`src/rtl/stdadd_pipe.sv`:
```
// Pipelined WIDTH-bit adder/subtractor with carry-in, valid/ready on both sides.
// The carry chain is cut into STAGES slices of SW bits, one slice resolved per rank.
module stdadd_pipe #(
    parameter int WIDTH  = 32,
    parameter int STAGES = 4
) (
    input  logic             CLK,
    input  logic             RESET_N,
    input  logic             IN_VALID,
    output logic             IN_READY,
    input  logic [WIDTH-1:0] A,
    input  logic [WIDTH-1:0] B,
    input  logic             CIN,
    input  logic             SUB,
    output logic             OUT_VALID,
    input  logic             OUT_READY,
    output logic [WIDTH-1:0] SUM,
    output logic             COUT,
    output logic             OVF
);

    localparam int SW = WIDTH / STAGES;

    // Rank 0 holds captured operands; rank k+1 holds the result of slice k.
    // acc carries {unprocessed A bits, finished sum bits}; b keeps only unprocessed effective-B bits.
    logic             v_q   [STAGES+1];
    logic [WIDTH-1:0] acc_q [STAGES+1];
    logic [WIDTH-1:0] b_q   [STAGES+1];
    logic             c_q   [STAGES+1];
    logic             ovf_q;

    logic [WIDTH-1:0] acc_n [STAGES];
    logic [WIDTH-1:0] b_n   [STAGES];
    logic             c_n   [STAGES];
    logic             ovf_n;
    logic             advance;

    assign advance   = ~v_q[STAGES] | OUT_READY;
    assign IN_READY  = advance;
    assign OUT_VALID = v_q[STAGES];
    assign SUM       = acc_q[STAGES];
    assign COUT      = c_q[STAGES];
    assign OVF       = ovf_q;

    always_comb begin
        logic [SW:0] slice;
        slice = '0;
        for (int k = 0; k < STAGES; k++) begin
            slice = {1'b0, acc_q[k][k*SW +: SW]} + {1'b0, b_q[k][k*SW +: SW]}
                  + {{SW{1'b0}}, c_q[k]};
            acc_n[k]               = acc_q[k];
            acc_n[k][k*SW +: SW]   = slice[SW-1:0];
            b_n[k]                 = b_q[k];
            b_n[k][k*SW +: SW]     = '0;
            c_n[k]                 = slice[SW];
        end
        // Overflow: operands agree in sign but the result does not.
        ovf_n = (acc_q[STAGES-1][WIDTH-1] == b_q[STAGES-1][WIDTH-1])
             && (acc_n[STAGES-1][WIDTH-1] != acc_q[STAGES-1][WIDTH-1]);
    end

    always_ff @(posedge CLK) begin
        if (!RESET_N) begin
            for (int k = 0; k <= STAGES; k++) begin
                v_q[k]   <= 1'b0;
                acc_q[k] <= '0;
                b_q[k]   <= '0;
                c_q[k]   <= 1'b0;
            end
            ovf_q <= 1'b0;
        end else if (advance) begin
            v_q[0] <= IN_VALID;
            if (IN_VALID) begin
                acc_q[0] <= A;
                b_q[0]   <= SUB ? ~B : B;
                c_q[0]   <= CIN;
            end
            // Data only moves with a valid token, so bubbles leave outputs untouched.
            for (int k = 0; k < STAGES; k++) begin
                v_q[k+1] <= v_q[k];
                if (v_q[k]) begin
                    acc_q[k+1] <= acc_n[k];
                    b_q[k+1]   <= b_n[k];
                    c_q[k+1]   <= c_n[k];
                end
            end
            if (v_q[STAGES-1]) ovf_q <= ovf_n;
        end
    end

endmodule

```
`config.mk`:
```
export PLATFORM = sky130hd
export DESIGN_NAME = stdadd_pipe
export DESIGN_NICKNAME = d
export VERILOG_FILES = /design/src/rtl/stdadd_pipe.sv
export SDC_FILE = /design/constraint.sdc
export NUM_CORES = 1
export LEC_CHECK = 0
export BUFFER_PORTS_ARGS = -buffer_cell sky130_fd_sc_hd__buf_4
export CORE_MARGIN = 4
export CORE_UTILIZATION = 50
export CTS_CLUSTER_SIZE = 12
export DETAILED_ROUTE_END_ITERATION = 16
export PLACE_DENSITY = 0.71
export SYNTH_ARGS = -nofsm -noshare
export SYNTH_HDL_FRONTEND = slang
export SYNTH_SLANG_ARGS = --single-unit
```
`constraint.sdc`:
```
create_clock -name CLK -period 3.2 [get_ports CLK]
set_input_delay 0 -clock CLK [delete_from_list [all_inputs] [get_ports CLK]]
set_output_delay 0 -clock CLK [all_outputs]
set_load 0.02 [all_outputs]
```
==> results.cfg <==
[status]
outcome = finished, final reports clean

[detailed_routing]
finalWirelength_um = 15700
wl_per_cell_um = 13.0
drc = 0
drt_first_pass_iters = 4
initialDrtViolationCount = 231
vias = 5601
routed_vias_inst = 4.65
drtAntennaViolNets = 0

[worst_setup_path]
critical_path.endpoint_type = flip-flop
setup.worst_path.class = reg2reg
critPathLaunch = c_q[0][3]
critPathLaunchType = flip-flop
worst-endpoint-arrival_ns = 2.74
timing.critical_path.fanout_max = 3
required_worst_endpoint_ns = 3.45
reg2reg_from = c_q[0][3]

[global_routing]
wire_length_of_the_first_global_routing_pass_um = 26600
global_route.overflow_total = 0
grt_pass1_vias = 5478
grt_usage = 0.130
pin_count_of_the_biggest_net_entering_global_routing = 98
antenna_violations_before_repair = 0

[finish]
drive_gt1_frac = 0.224
nets = 1025
layout_overhead_on_the_synthesized_area_pct = 19.4
layout.filler_cells = 1645
diodes = 0
design_area_um2 = 13300
layout.core_utilization = 0.609

[sta]
worst-slew-pin-transition_ns = 0.900
rsz0062_at_grt = no
worst_hold_slack_ns = 0.137
max_clock_freq_mhz = 402
final_hold_viol_count = 0
final_period_minus_worst_setup_slack_ns = 2.49
finalCritPeriodShare = 0.778
slew_headroom = 0.400
final.setup.tns_ns = 0
fin_skew_ns = 0.0127
report.final.setup_viol = 0
maxSlewViolCount = 0

[power_and_ir_drop]
ir_drop_v = 0.000436
leakage_uw = 0.00527
power.density_cell_area_nw_per_um2 = 551

[synthesis]
yosys.area_share.simple = 0.162
synth_cell_type_count = 38
postSynthAreaPerCell_um2 = 14.5
muxShareOfSynthArea = 0.00269
share_of_the_synthesized_area_in_compound_gates_ao_oa_aoi_oai = 0.0384
mappedNetlistArea_um2 = 11200
synth_seq_cells = 251
main_combinational_cell_family_by_area_after_synthesis = simple AND/OR/NAND/NOR gates
synth_sequential_area_ratio = 0.674
syn_nets = 878
synth_cells = 772
adder_and_majority_gate_portion_of_the_synthesized_area = 0.0457
synth_xor_xnor_area_share = 0.0321
synth-warning-count = 0

[placed_design]
portBuffers = 105
hpwlAfterDp_um = 9990
dp_area_um2 = 12000
globalplace.congestion = 0.812

[cts]
cts-root-to-sink-buffers = 3
clock_tree.root_cell = clkbuf_16
clock_edge_transition_at_the_registers_on_the_reported_setup_and_hold_paths_ns = 0.06
clock_tree_from_tritoncts = built
clock_sinks = 251
source_to_sink_clock_delay_at_the_later_pin_of_the_worst_skew_pair_ns = 0.51
count_of_buffers_added_by_post_cts_timing_repair_for_setup = 0
h_tree_level_count = 1
cts.hold.buffers_added = 69
tritoncts.num_buffers = 25
cts_repair_resize_count = 0

[hold_path]
path_category_of_the_worst_min_delay_check = in2reg
hold_path.startpoint = SUB

[floorplanning]
floorplan.die_area_um2 = 24800
chipWidth_um = 157
io_pins = 106
initial_core_util = 0.510
rows = 54
floorplan.die.height_um = 157
coreArea_um2 = 21900

[flow_run]
max_cap_violations = 0
flip-flops by register name, summed over array words and instances (netlist names):
signal and cells:
c_q 5, v_q 5, OVF 1, b_q 80, acc_q 160
Yosys cell counts, drive strengths merged:
master / instances / area share
inv: 14 / 0.0047
clkbuf: 17 / 0.0057
o211a: 1 / 0.00090
mux2i: 3 / 0.0027
o2111ai: 6 / 0.0047
fa: 8 / 0.014
or4b: 1 / 0.00090
o21bai: 3 / 0.0020
ha: 28 / 0.031
a211oi: 9 / 0.0060
a211o: 1 / 0.00078
xnor2: 41 / 0.032
a21o: 1 / 0.00067
nor2: 61 / 0.020
buf: 48 / 0.035
nand3b: 2 / 0.0013
o31ai: 1 / 0.00067
and2: 183 / 0.12
and3: 6 / 0.0034
edfxtp: 250 / 0.67
o211ai: 2 / 0.0013
dfxtp: 1 / 0.0018
nor2b: 4 / 0.0022
nand3: 8 / 0.0036
nor3b: 1 / 0.00067
o31a: 8 / 0.0063
o21ai: 11 / 0.0049
nand2b: 4 / 0.0022
or4: 2 / 0.0017
a21oi: 12 / 0.0054
o21a: 7 / 0.0047
nor3: 7 / 0.0031
nand2: 21 / 0.0071
final cells by class:
type | instances | area [µm²] | share of cell area
sequential | 251 | 7530 | 0.565
inverter | 14 | 52.6 | 0.00394
multi-input combinational | 442 | 3160 | 0.237
timing repair buffer | 185 | 1590 | 0.119
clock inverter | 6 | 28.8 | 0.00216
clock buffer | 27 | 633 | 0.0475
tap | 280 | 350 | 0.0263
path summary, 6_finish.rpt:
check                  endpoint  slack, ns  cells past startpoint
setup / recovery  acc_q[0][158]       0.71                      6
hold / removal       b_q[0][31]       0.14                      3
setup reg to reg  acc_q[0][158]       0.71                      6
hold reg to reg             OVF       0.49                      2
through the flow:
step	power, µW	std cells	setup slack (ns)
2_1_floorplan	4710	772	0.251
3_3_place_gp	4900	1103	0.769
3_5_place_dp	4910	1103	0.721
4_1_cts	7440	1205	0.703
5_1_grt	7700	1205	0.539
6_report	7350	1205	0.711
logic make-up after synthesis:
| family | count (synthesis) |
|---|---|
| buf+inv | 79 |
| compound gates | 62 |
| fa+ha+maj | 36 |
| mux | 3 |
| flops | 251 |
| xor+xnor | 41 |
| simple gates | 300 |
placed cells by master (no fill, tap or decap), types with 2 or more instances in the layout:
cell and n:
edfxtp_1 250, and2_1 125, buf_4 114, dlygate4sd3_1 69, nor2_1 61, and2_4 58, xnor2_1 41, ha_1 28
clkbuf_16 25, nand2_1 18, inv_1 14, a21oi_1 12, o21ai_0 11, a211oi_1 9, nand3_1 8, o31a_1 8
fa_1 8, o21a_1 7, nor3_1 7, o2111ai_1 6, and3_1 6, nand2b_1 4, nor2b_1 4, clkinv_1 4
nand2_2 3, mux2i_1 3, o21bai_1 3, nand3b_1 2, o211ai_1 2, clkbuf_1 2, buf_12 2
worst max-delay path: stages, from the launching register on:
cell      delay (ns)
edfxtp_1        0.39
fa_1            0.48
fa_1            0.46
a211oi_1        0.31
o21bai_1        0.13
a211o_1         0.30
and3_1          0.18
report_power, final:
part | total (µW) | internal [µW] | leakage (µW) | switching, µW
Combinational | 878 | 439 | 0.00228 | 440
Clock | 2450 | 1390 | 0.000325 | 1060
Sequential | 4020 | 3950 | 0.00266 | 74.4
Total | 7350 | 5780 | 0.00527 | 1570
per-layer routing:
| metal | vias up | track usage | part of all wire |
|---|---|---|---|
| li1 | 2959 | - | - |
| met5 | - | 0 | 0 |
| met2 | 113 | 0.204 | 0.45 |
| met1 | 2505 | 0.190 | 0.48 |
| met3 | 24 | 0.0217 | 0.049 |
| met4 | 0 | 0.0381 | 0.020 |
Power figures use the tool's default switching activity.
